### src/rtl/dmem_seq_pkg.sv
// Shared types and defaults for the data-memory access sequencer.
//   state_e     : sequencer FSM states (ERR is reachable only with TIMEOUT_EN)
//   DEF_*_W     : default address / data / timeout-counter widths
//   TO_MAX      : timeout limit in REQ cycles for the default counter width
package dmem_seq_pkg;

  localparam int DEF_ADDR_W = 32;
  localparam int DEF_DATA_W = 32;
  localparam int DEF_TO_W   = 8;
  localparam int TO_MAX     = (1 << DEF_TO_W) - 1;

  typedef enum logic [1:0] {
    IDLE = 2'd0,
    REQ  = 2'd1,
    DONE = 2'd2,
    ERR  = 2'd3
  } state_e;

endpackage

### src/rtl/dmem_seq_timer.sv
// Request timeout counter.
//   clr : zero the count (asserted on entry to REQ)
//   en  : one more REQ cycle went by without an ack
//   hit : this enabled cycle is the (2^TO_W-1)-th without an ack
// The count saturates at all-ones so it can never wrap back into range.
module dmem_seq_timer
  import dmem_seq_pkg::*;
#(
  parameter int TO_W = DEF_TO_W
) (
  input  logic clk,
  input  logic rst_n,
  input  logic clr,
  input  logic en,
  output logic hit
);

  localparam logic [TO_W-1:0] LIM = '1;

  logic [TO_W-1:0] cnt;

  always_ff @(posedge clk or negedge rst_n) begin
    if (!rst_n)                  cnt <= '0;
    else if (clr)                cnt <= '0;
    else if (en && cnt != LIM)   cnt <= cnt + 1'b1;
  end

  // cnt holds the number of no-ack cycles already elapsed, so the current
  // cycle is the limit-th one when cnt is one short of the limit.
  assign hit = en && (cnt == LIM - 1'b1);

endmodule

### src/rtl/dmem_access_seq.sv
// Data-memory access sequencer for the MIPS core.
// Turns a decoder load/store strobe into one req/ack transaction on a
// multi-cycle data memory, stalling the core until the access commits.
//   mem_read_i/mem_write_i/fp_i/addr_i/wdata_i : instruction-side request
//   dmem_req_o/we_o/addr_o/wdata_o, dmem_ack_i/rdata_i : memory handshake
//   stall_o     : freezes PC and register files while the access is open
//   rdata_o     : last load data (held until the next read ack)
//   rdata_fp_o  : FP-destination tag of the last access
//   rdata_vld_o : one-cycle commit strobe
//   err_o       : one-cycle timeout pulse
// Build option TIMEOUT_EN: adds the TO_W parameter and a request timeout that
// ends a stuck access in ERR. Without it REQ waits forever and err_o is 0.
module dmem_access_seq
  import dmem_seq_pkg::*;
#(
  parameter int ADDR_W = DEF_ADDR_W,
  parameter int DATA_W = DEF_DATA_W
`ifdef TIMEOUT_EN
  , parameter int TO_W = DEF_TO_W
`endif
) (
  input  logic              clk,
  input  logic              rst_n,
  input  logic              mem_read_i,
  input  logic              mem_write_i,
  input  logic              fp_i,
  input  logic [ADDR_W-1:0] addr_i,
  input  logic [DATA_W-1:0] wdata_i,
  output logic              dmem_req_o,
  output logic              dmem_we_o,
  output logic [ADDR_W-1:0] dmem_addr_o,
  output logic [DATA_W-1:0] dmem_wdata_o,
  input  logic              dmem_ack_i,
  input  logic [DATA_W-1:0] dmem_rdata_i,
  output logic              stall_o,
  output logic [DATA_W-1:0] rdata_o,
  output logic              rdata_fp_o,
  output logic              rdata_vld_o,
  output logic              err_o
);

  state_e            state_q, state_d;
  logic [ADDR_W-1:0] addr_q;
  logic [DATA_W-1:0] wdata_q, rdata_q;
  logic              we_q, fp_q;
  logic              access, issue, to_hit;

  assign access = mem_read_i | mem_write_i;
  assign issue  = (state_q == IDLE) && access;

`ifdef TIMEOUT_EN
  dmem_seq_timer #(.TO_W(TO_W)) u_timer (
    .clk   (clk),
    .rst_n (rst_n),
    .clr   (issue),
    .en    ((state_q == REQ) && !dmem_ack_i),
    .hit   (to_hit)
  );
`else
  assign to_hit = 1'b0;
`endif

  always_ff @(posedge clk or negedge rst_n) begin
    if (!rst_n) state_q <= IDLE;
    else        state_q <= state_d;
  end

  always_comb begin
    state_d = state_q;
    unique case (state_q)
      IDLE: if (access) state_d = REQ;
      // ack is tested first so a same-cycle ack beats the timeout
      REQ:  if (dmem_ack_i)  state_d = DONE;
            else if (to_hit) state_d = ERR;
      // strobes seen here still belong to the committing instruction
      DONE: state_d = IDLE;
      ERR:  state_d = IDLE;
      default: state_d = IDLE;
    endcase
  end

  always_ff @(posedge clk or negedge rst_n) begin
    if (!rst_n) begin
      addr_q  <= '0;
      wdata_q <= '0;
      we_q    <= 1'b0;
      fp_q    <= 1'b0;
      rdata_q <= '0;
    end else begin
      if (issue) begin
        addr_q  <= addr_i;
        wdata_q <= wdata_i;
        we_q    <= mem_write_i;   // write wins when both strobes are set
        fp_q    <= fp_i;
      end
      if ((state_q == REQ) && dmem_ack_i && !we_q) rdata_q <= dmem_rdata_i;
      else if ((state_q == REQ) && to_hit)         rdata_q <= '0;
    end
  end

  assign dmem_req_o   = (state_q == REQ);
  assign dmem_we_o    = we_q;
  assign dmem_addr_o  = addr_q;
  assign dmem_wdata_o = wdata_q;
  // rst_n gate keeps stall low during reset even while strobes are asserted
  assign stall_o      = rst_n & (issue | (state_q == REQ));
  assign rdata_o      = rdata_q;
  assign rdata_fp_o   = fp_q;
  assign rdata_vld_o  = (state_q == DONE) | (state_q == ERR);
  assign err_o        = (state_q == ERR);

endmodule

### config.mk
export PLATFORM = sky130hd
export DESIGN_NAME = dmem_access_seq
export DESIGN_NICKNAME = d
export VERILOG_FILES = /design/src/rtl/dmem_seq_pkg.sv /design/src/rtl/dmem_seq_timer.sv /design/src/rtl/dmem_access_seq.sv
export SDC_FILE = /design/constraint.sdc
export NUM_CORES = 1
export LEC_CHECK = 0
export ABC_AREA = 0
export BUFFER_PORTS_ARGS = -buffer_cell sky130_fd_sc_hd__clkbuf_2
export CAP_MARGIN = 20
export CORE_ASPECT_RATIO = 1.4
export CORE_MARGIN = 2
export CORE_UTILIZATION = 35
export DETAILED_ROUTE_END_ITERATION = 7
export PLACE_DENSITY = 0.66
export SETUP_SLACK_MARGIN = 0.1
export SYNTH_ARGS = -nofsm -noshare
export SYNTH_HDL_FRONTEND = slang
export SYNTH_HIERARCHICAL = 1
export SYNTH_SLANG_ARGS = --single-unit
### constraint.sdc
create_clock -name clk -period 4 [get_ports clk]
set_input_delay 0.4 -clock clk [delete_from_list [all_inputs] [get_ports clk]]
set_output_delay 0.4 -clock clk [all_outputs]
set_load 0.005 [all_outputs]
==> Word level (Yosys, flattened, before mapping) <==
Index checks and enable logic that the tools add are counted.
Widths: inputs -> output; s select.
{ "classes": {"n_lt_le_gt_ge": 0, "n_eq_ne": 5, "mux": 3, "shifts": 0, "div_mod_pow": 0, "reduce_logical": 7, "multipliers": 0, "n_bitwise": 4, "add_sub_neg": 0} }
{ "op_table": {"columns": ["operator", "count"], "rows": [
  ["$pmux 2 s3", 1],
  ["$eq 2x2->1 const B", 2],
  ["$mux 2", 2],
  ["$logic_and 1x1->1", 3],
  ["$or 1x1->1", 3],
  ["$eq 2x1->1 const B", 1],
  ["$logic_not 2->1", 1],
  ["$ne 2x1->1 const B", 1],
  ["$ne 2x2->1 const B", 1],
  ["$reduce_and 2->1", 1],
  ["$reduce_or 2->1", 1],
  ["$and 1x1->1", 1],
  ["$logic_not 1->1", 1]
]} }
{ "word_totals": {"out_inout_bits": 102, "ram_bits": 0, "input_bits": 102, "register_bits": 100, "romBits": 0, "word_cells": 25, "memories": 0, "latchBits": 0} }

==> Logic depth before layout (Yosys ltp) <==
Gate-level depths: netlist of run 1.
{ "depth": {"word_depth": 4, "ltp_mapped": 5, "depth_no_buf": 3} }

==> Worst setup path before layout of run 1 <==
Ideal clock, no wire load.
{ "synth_path": {"kind": "flip-flop to flip-flop", "start": "register state_q[0]", "end": "register addr_q[0], in the netlist dmem_addr_o[0]", "setup_slack_ns": 2.524, "t_required_ns": 3.875, "path_stages_with_launch": 6, "arrival_time_ns": 1.351, "setup_ns": 0.125, "path_buffers": 2, "path_cell_list": "dfrtp_1 > nor2_1 > o21a_1 > buf_4 > buf_4 > mux2_2"} }
{ "synth_between": {"elab_chain_len": 2} }
{ "synth_rtl": {"columns": ["element", "line", "text"], "rows": [
  ["from (decl)", "dmem_access_seq.sv:42", "state_e state_q, state_d;"],
  ["from (signal assigned)", "dmem_access_seq.sv:65", "else state_q <= state_d;"],
  ["$logic_not 2->1", "dmem_access_seq.sv:49", "assign issue = (state_q == IDLE) && access;"],
  ["$logic_and 1x1->1", "dmem_access_seq.sv:49", null],
  ["to (signal assigned)", "dmem_access_seq.sv:91", "addr_q <= addr_i;"],
  ["to (decl)", "dmem_access_seq.sv:43", "logic [ADDR_W-1:0] addr_q;"]
]} }
Every way passes these cells.
A chain may end at the register's enable or synchronous reset.

==> Worst setup path after layout of run 1 <==
{ "layout_path": {"start": "register state_q[0]", "end": "register wdata_q[25], in the netlist dmem_wdata_o[25]"} }
{ "layout_between": {"elab_chain_len": 2} }
{ "layout_rtl": {"columns": ["element", "line", "text"], "rows": [
  ["$logic_not 2->1", "dmem_access_seq.sv:49", null],
  ["$logic_and 1x1->1", "dmem_access_seq.sv:49", null],
  ["to (signal assigned)", "dmem_access_seq.sv:92", "wdata_q <= wdata_i;"],
  ["to (decl)", "dmem_access_seq.sv:44", "logic [DATA_W-1:0] wdata_q, rdata_q;"]
]} }
Every way passes these cells.

==> flow_summary.json, run 1 <==
{
  "synth_top_flop_cell": "dfrtp_1",
  "diodes": 0,
  "synth-seq-cells": 100,
  "clk_pin_slew_ns": 0.07,
  "required_ns": 4.22,
  "syn_to_final_growth_pct": 36.4,
  "grt_max_degree": 54,
  "vias": 2567,
  "vdd_ir_drop_max_uv": 337,
  "cts_sinks": 100,
  "fin_cells": 572,
  "yosysSeqAreaShare": 0.638,
  "cts_resized": 0,
  "die_area_um2": 12100,
  "clock_latency_ns": 0.34,
  "core_um2": 10900,
  "dp_hpwl_um": 6400,
  "synth_enable_flop_cells": 0,
  "grt_pass1_vias": 2663,
  "gp_congestion": 0.678,
  "syn-instance-count": 220,
  "startpoint_type": "register",
  "overflow": 0,
  "cts-root-buf": "clkbuf_16",
  "cts_max_level": 3,
  "p_leak_nw": 2.70,
  "die_x_um": 93.4,
  "detail_route.first_pass.iterations": 4,
  "synth.top_cell.area_share": 0.638,
  "finalMaxSlewViolations": 0,
  "setup_viol": 0,
  "multi_input_area_um2": 1290,
  "max_clock_freq_mhz": 509,
  "cts_hold_buf": 0,
  "drive_gt1_frac": 0.752,
  "layout_min_cycle_time_ns": 1.96,
  "grt_usage": 0.140,
  "fin_setup_tns_ns": 0,
  "row_count": 45,
  "nets": 528,
  "cts_setup_buffers": 0,
  "clock_skew_ns": 0.00938,
  "hold_violations": 0,
  "ys_top_cells_by_area": "dfrtp_1 64%, mux2_2 19%, mux2_4 11%",
  "hold_path_class": "input pin to async pin",
  "final_antenna_net_count": 0,
  "layout_common_cells": "202 x clkbuf_2, 100 x dfrtp_1, 67 x mux2_2",
  "synth_warnings": 6,
  "yosys.area.top_type": "dfrtp_1",
  "layout_commonest_cell": "clkbuf_2",
  "fin_hold_ws_ns": 0.0625,
  "place_inst": 556,
  "seqCellArea_um2": 2500,
  "clockBufferDepth": 2,
  "io_buffers": 203,
  "worstMarginPinSlew_ns": 0.657,
  "synth_fp_nets": 322,
  "numCtsBuffers": 9,
  "maxCapViolCount": 0,
  "crit_type": "register to register",
  "status": "finished clean",
  "p_per_area_nw_per_um2": 773,
  "num_io_pins": 204,
  "tritoncts": "done",
  "fill_cells": 990,
  "synthArstFlopShare": 1.00,
  "post_drt_wl_per_cell_um": 14.7,
  "critPathMaxFanout": 28,
  "synth_cell_types": 19,
  "crit_path_end_kind": "register",
  "drc": 0,
  "initial_core_util": 0.361,
  "drt_iter0_markers": 48,
  "wl_um": 8400,
  "grt_antenna_before_repair": 0,
  "relSlewSlack": 0.562,
  "synthesis.area_um2": 3920,
  "vias_per_cell": 4.49,
  "syn_area_per_cell_um2": 17.8,
  "grt_setup_unrepaired": "false",
  "die_y_um": 129,
  "crit_arrival_ns": 2.19,
  "finalCritPeriodShare": 0.491,
  "grt_pass1_wl_um": 13200
}
## critical path, stage by stage (launching register included)
cell     delay, ns
dfrtp_1       0.42
nor2_1        0.20
o21a_2        0.42
buf_4         0.42
mux2_2        0.38
## stage by stage
step | instance area [um2] | utilization | power [mW] | worst slack, ns
after global placement | 5010 | 0.461 | 3.22 | 1.82
final | 5350 | 0.492 | 4.13 | 2.04
after CTS | 5350 | 0.492 | 4.21 | 1.99
after floorplan | 3920 | - | 2.58 | 2.52
after detailed placement | 5030 | 0.463 | 3.28 | 1.98
after global routing | 5350 | 0.492 | 4.41 | 1.86
## flip-flops by register name, indices dropped and copies added (netlist names)
register,cells
state_q,2
rdata_fp_o,1
dmem_wdata_o,32
rdata_o,32
dmem_we_o,1
dmem_addr_o,32
## worst paths after layout
check / start / endpoint / slack, ns / depth (start not counted)
min: rst_n / rdata_o[20] / 0.06 / 1
min reg2reg: dmem_addr_o[31] / dmem_addr_o[31] / 0.51 / 1
min in group clk: dmem_ack_i / state_q[0] / 0.27 / 2
max: state_q[0] / dmem_wdata_o[25] / 2.04 / 4
max reg2reg: state_q[0] / dmem_wdata_o[25] / 2.04 / 4
max in group asynchronous: rst_n / dmem_addr_o[22] / 2.83 / 2
## power breakdown
| group | leakage [nW] | switching (mW) | internal (mW) |
|---|---|---|---|
| Sequential | 1.17 | 0.285 | 1.51 |
| Clock | 0.157 | 0.376 | 0.527 |
| Combinational | 1.36 | 0.522 | 0.910 |
| Total | 2.70 | 1.18 | 2.95 |
## logic make-up (layout without fill, tap and decap cells)
kind of cell    Yosys count  in the layout  synth area share
flops                   100            100             0.638
buf+inv                  12            223            0.0332
mux                      97             97             0.307
compound gates            3              3           0.00607
simple gates              8              8            0.0150
## synth_stat cells (3+ instances only)
master   instances
dfrtp_1        100
mux2_2          67
mux2_4          30
buf_4            6
buf_12           3
## cell type report
class / instances / area share
multi-input cells: 108 / 0.241
clock inverters: 5 / 0.0122
repair buffers: 207 / 0.198
clock buffers: 11 / 0.0473
flip-flops and latches: 100 / 0.468
well taps: 141 / 0.0330
## per-layer routing
metal  global-route usage  up-vias  routed length (um)  share of wire
met5                    0        -                   0              0
met4               0.0562        0                 130          0.015
met3               0.0494       10                 781          0.093
met2                0.230      124                4240           0.51
met1                0.167     1253                3240           0.39
li1                     -     1180                   -              -
Note: power is estimated with default switching activity, not from simulation.
==> inputs of run 2 (changes only) <==
==> constraint.sdc (replaced) <==
create_clock -name clk -period 1.85 [get_ports clk]
set_input_delay 0.185 -clock clk [delete_from_list [all_inputs] [get_ports clk]]
set_output_delay 0.185 -clock clk [all_outputs]
set_load 0.005 [all_outputs]
==> run 2 against run 1 <==
First-iteration DRC count increased by 13%. Register-to-register slack got worse by 1.8 ns. Core utilization grew 0.24 points. Critical path depth stayed put. Final area up 0.49%. Power is 120% higher. Routed wire length decreased by 1.5%. Cell count rose by 0.17%. Largest power group unchanged.
==> flow_summary.json, run 2 (same netlist as run 1, synthesis figures left out) <==
{
  "grt_setup_unrepaired": "false",
  "grt_max_degree": 101,
  "required_ns": 2.06,
  "diodes": 0,
  "worstMarginPinSlew_ns": 0.527,
  "die_y_um": 129,
  "crit_path_cell_trace": "nor2_1, o21a_2, buf_4, mux2_2",
  "p_leak_nw": 2.71,
  "finalCritPeriodShare": 0.871,
  "crit_arrival_ns": 1.82,
  "maxCapViolCount": 0,
  "row_count": 45,
  "crit_path_end_kind": "register",
  "hold_path_class": "input pin to register",
  "clockBufferDepth": 2,
  "finalMaxSlewViolations": 0,
  "io_buffers": 203,
  "drive_gt1_frac": 0.750,
  "vias_per_cell": 4.49,
  "die_area_um2": 12100,
  "nets": 529,
  "clock_latency_ns": 0.33,
  "p_per_area_nw_per_um2": 1660,
  "cts_max_level": 3,
  "layout_commonest_cell": "clkbuf_2",
  "clock_skew_ns": 0.00747,
  "p_total_mw": 8.90,
  "tritoncts": "done",
  "startpoint_type": "register",
  "num_io_pins": 204,
  "initial_core_util": 0.361,
  "cts_sinks": 100,
  "post_drt_wl_per_cell_um": 14.4,
  "max_clock_freq_mhz": 621,
  "fin_cells": 573,
  "drt_iter0_markers": 54,
  "grt_pass1_wl_um": 13300,
  "numCtsBuffers": 9,
  "final_antenna_net_count": 0,
  "layout_common_cells": "202 x clkbuf_2, 100 x dfrtp_1, 67 x mux2_2",
  "crit_type": "register to register",
  "vdd_ir_drop_max_uv": 629,
  "placed_area_um2": 5050,
  "wl_um": 8270,
  "dp_hpwl_um": 6160,
  "relSlewSlack": 0.648,
  "place_inst": 556,
  "hold_violations": 0,
  "gp_congestion": 0.735,
  "fill_cells": 966,
  "final_core_util": 0.494,
  "status": "finished clean",
  "grt_pass1_vias": 2745,
  "fin_setup_tns_ns": 0,
  "cts_resized": 0,
  "critPathMaxFanout": 23,
  "clk_pin_slew_ns": 0.07,
  "grt_usage": 0.140,
  "setup_viol": 0,
  "layout_min_cycle_time_ns": 1.61,
  "overflow": 0,
  "fin_area_um2": 5370,
  "grt_antenna_before_repair": 0,
  "detail_route.first_pass.iterations": 4,
  "vias": 2575,
  "die_x_um": 93.4,
  "slowest_delay_ns": 0.42,
  "drc": 0,
  "syn_to_final_growth_pct": 37.1,
  "cts-root-buf": "clkbuf_16",
  "core_um2": 10900,
  "worst_path_max_delay_cell": "dfrtp_1"
}
## run 2: changes by cell type in the layout (fill, tap and decap cells not counted)
cell	delta
buf_4	-2
clkinv_2	+1
dlygate4sd3_1	+1
buf_12	+2
clkbuf_8	-1
## run 2: per-stage QoR
step / hold slack (ns) / setup WS, ns
floorplan: -0.111 / 0.374
global placement: 0.317 / 0.261
detailed placement: 0.318 / 0.227
CTS: 0.0540 / 0.227
global route: 0.0541 / 0.121
finish: 0.0744 / 0.240
## run 2: worst paths after layout
path,depth (start not counted),slack (ns),to,from
max reg2reg,4,0.24,dmem_wdata_o[15],state_q[0]
max in group asynchronous,3,0.95,dmem_addr_o[19],rst_n
min,2,0.07,dmem_wdata_o[28],wdata_i[28]
max,4,0.24,dmem_wdata_o[15],state_q[0]
min in group asynchronous,3,0.49,rdata_o[15],rst_n
min reg2reg,1,0.51,dmem_addr_o[20],dmem_addr_o[20]
## run 2: metal layers
metal | vias to the layer above | global-route usage | wire, um
met5 | - | 0 | 0
met4 | 0 | 0.0571 | 82
met3 | 7 | 0.0401 | 593
met2 | 119 | 0.234 | 4270
met1 | 1266 | 0.169 | 3320
li1 | 1183 | - | -
## run 2: repair_timing
action | 4_1_cts | 5_1_grt
buffers inserted | 0 | 0
endpoints found under the hold margin | 100 | 0
hold buffers | 1 | 0
## run 2: area by class of cell
cell class	count	area, um2	area share
flip-flops and latches	100	2500	0.466
clock buffers	10	239	0.0445
multi-input cells	108	1290	0.240
clock inverters	6	70.1	0.0130
well taps	141	176	0.0328
repair buffers	208	1100	0.204
## run 2: worst max-delay path, delay by kind of cell, from the launching register on
family                 cells  cell delay, ns
multiplexers               1            0.38
AND/OR/NAND/NOR            1            0.19
buffers and inverters      1            0.30
flip-flops                 1            0.42
AO/OA/AOI/OAI              1            0.20
## run 2: power by group
group	total (mW)	switching (mW)	leakage (nW)	internal [mW]
clock network	1.92	0.815	0.154	1.10
logic	3.11	1.12	1.38	1.99
registers	3.88	0.602	1.17	3.27
total	8.90	2.54	2.71	6.36
==> inputs of run 3 (changes only) <==
--- a/config.mk
+++ b/config.mk
@@ -6,13 +6,13 @@
 export NUM_CORES = 1
 export LEC_CHECK = 0
 export ABC_AREA = 0
-export BUFFER_PORTS_ARGS = -buffer_cell sky130_fd_sc_hd__clkbuf_2
 export CAP_MARGIN = 20
 export CORE_ASPECT_RATIO = 1.4
 export CORE_MARGIN = 2
 export CORE_UTILIZATION = 35
 export DETAILED_ROUTE_END_ITERATION = 7
-export PLACE_DENSITY = 0.66
+export DONT_BUFFER_PORTS = 1
+export PLACE_DENSITY = 0.5
 export SETUP_SLACK_MARGIN = 0.1
 export SYNTH_ARGS = -nofsm -noshare
 export SYNTH_HDL_FRONTEND = slang
==> run 3 against run 2 <==
The run now ends with negative hold slack left. Combinational power shrank 39%. Global-route usage down 0.48 points. Clock-buffer cell count stayed put. Worst setup slack got worse by 0.0016 ns. Core utilization fell by 0.37 points. Final area down 0.75%. Sequential power is 8.2% higher. Critical path depth did not move. Largest cell class unchanged.
==> flow_summary.json, run 3 (same netlist as run 1, synthesis figures left out) <==
{
  "crit_path_cell_trace": "nor2_1, o21a_2, buf_12, mux2_2",
  "clk_pin_slew_ns": 0.07,
  "die_y_um": 129,
  "nets": 420,
  "hold_violations": 100,
  "maxCapViolCount": 0,
  "drt_iter0_markers": 37,
  "comb_power_share": 0.232,
  "p_per_area_nw_per_um2": 1550,
  "numCtsBuffers": 9,
  "crit_type": "register to register",
  "max_clock_freq_mhz": 620,
  "reg2regPathDepth": 4,
  "syn_to_final_growth_pct": 36.0,
  "place_inst": 353,
  "diodes": 0,
  "seqPwrFrac": 0.509,
  "clock_latency_ns": 0.33,
  "finalMaxSlewViolations": 0,
  "startpoint_type": "register",
  "post_drt_wl_per_cell_um": 17.9,
  "violations": "negative hold slack",
  "required_ns": 2.07,
  "row_count": 45,
  "finalCritPeriodShare": 0.871,
  "layout_common_cells": "100 x dfrtp_1, 95 x dlygate4sd3_1, 67 x mux2_2",
  "cts_sinks": 100,
  "clock_skew_ns": 0.00842,
  "regToRegEndpoint": "rdata_fp_o",
  "p_switching_mw": 2.24,
  "initial_core_util": 0.361,
  "fill_cells": 928,
  "detail_route.first_pass.iterations": 4,
  "grt_antenna_before_repair": 0,
  "r2r-start": "state_q[1]",
  "cts_setup_buffers": 0,
  "vias_per_cell": 4.64,
  "fin_setup_tns_ns": 0,
  "swShare": 0.272,
  "num_io_pins": 204,
  "hold_path_class": "input pin to async pin",
  "grt_max_degree": 102,
  "p_leak_nw": 2.27,
  "die_x_um": 93.4,
  "reg2reg_slack_ns": 0.24,
  "grt_pass1_vias": 2501,
  "setup_viol": 0,
  "gp_congestion": 0.678,
  "relSlewSlack": 0.747,
  "fin_cells": 463,
  "drc": 0,
  "place_ws_ns": 0.229,
  "status": "complete, but fails checks",
  "grt_usage": 0.135,
  "fin_hold_ws_ns": -0.459,
  "final_antenna_net_count": 0,
  "critPathMaxFanout": 41,
  "overflow": 0,
  "critPathBufInv": 1,
  "crit_path_end_kind": "register",
  "clockBufferDepth": 2,
  "vdd_ir_drop_max_uv": 728,
  "worst_path_max_delay_cell": "dfrtp_1",
  "setup_ws_ns": 0.238,
  "cts-root-buf": "clkbuf_16",
  "crit_arrival_ns": 1.83,
  "layout_min_cycle_time_ns": 1.61,
  "worstMarginPinSlew_ns": 0.378,
  "grt_setup_unrepaired": "false",
  "cts_max_level": 3,
  "tritoncts": "done",
  "core_um2": 10900,
  "power_frac_clock": 0.259,
  "drive_gt1_frac": 0.373,
  "dp_hpwl_um": 5190,
  "vias": 2150,
  "layout_commonest_cell": "dfrtp_1",
  "crit_family": "flip-flops",
  "wl_um": 8290,
  "grt_pass1_wl_um": 12600,
  "die_area_um2": 12100,
  "cts_resized": 0,
  "io_buffers": 0,
  "slowest_delay_ns": 0.46,
  "internal-power_mw": 6.01
}
## run 3: what timing repair did
action | 4_1_cts | 5_1_grt
hold buffers | 93 | 2
endpoints found under the setup margin | 0 | 0
endpoints found under the hold margin | 193 | 102
## run 3: power groups by stage
stage / Sequential, mW / Combinational, mW / Clock [mW]
6_report: 4.20 / 1.91 / 2.14
2_1_floorplan: 3.94 / 1.63 / 0
3_3_place_gp: 4.26 / 1.69 / 0
4_1_cts: 4.23 / 1.93 / 2.20
5_1_grt: 4.35 / 2.07 / 2.30
3_5_place_dp: 4.24 / 1.77 / 0
## run 3: cell type report
cell class / instances / area [um2] / share of cell area
Sequential cell: 100 / 2500 / 0.469
Multi-Input combinational cell: 108 / 1290 / 0.242
Timing Repair Buffer: 99 / 1020 / 0.191
Clock buffer: 10 / 239 / 0.0448
Tap cell: 141 / 176 / 0.0331
Clock inverter: 5 / 108 / 0.0202
## run 3: metal layers
layer | up-vias | wire length (um) | global-route usage
met4 | 0 | 121 | 0.0484
met5 | - | 0 | 0
met3 | 7 | 793 | 0.0558
li1 | 960 | - | -
met1 | 1064 | 3030 | 0.153
met2 | 119 | 4340 | 0.229
## run 3: worst max-delay path by stage
stage	startpoint	end	slack [ns]	cells past startpoint
after floorplan	state_q[0]	dmem_addr_o[0]	0.37	5
after global placement	state_q[1]	dmem_addr_o[26]	0.25	4
after detailed placement	state_q[1]	rdata_fp_o	0.23	4
after CTS	state_q[1]	rdata_fp_o	0.22	4
after global routing	state_q[1]	dmem_wdata_o[22]	0.14	4
final	state_q[1]	rdata_fp_o	0.24	4
## run 3: per-stage QoR
step / total power, mW / utilization / area [um2]
3_5_place_dp: 6.02 / 0.371 / 4040
5_1_grt: 8.72 / 0.491 / 5330
2_1_floorplan: 5.57 / - / 3920
6_report: 8.25 / 0.491 / 5330
4_1_cts: 8.36 / 0.489 / 5310
3_3_place_gp: 5.95 / 0.371 / 4040
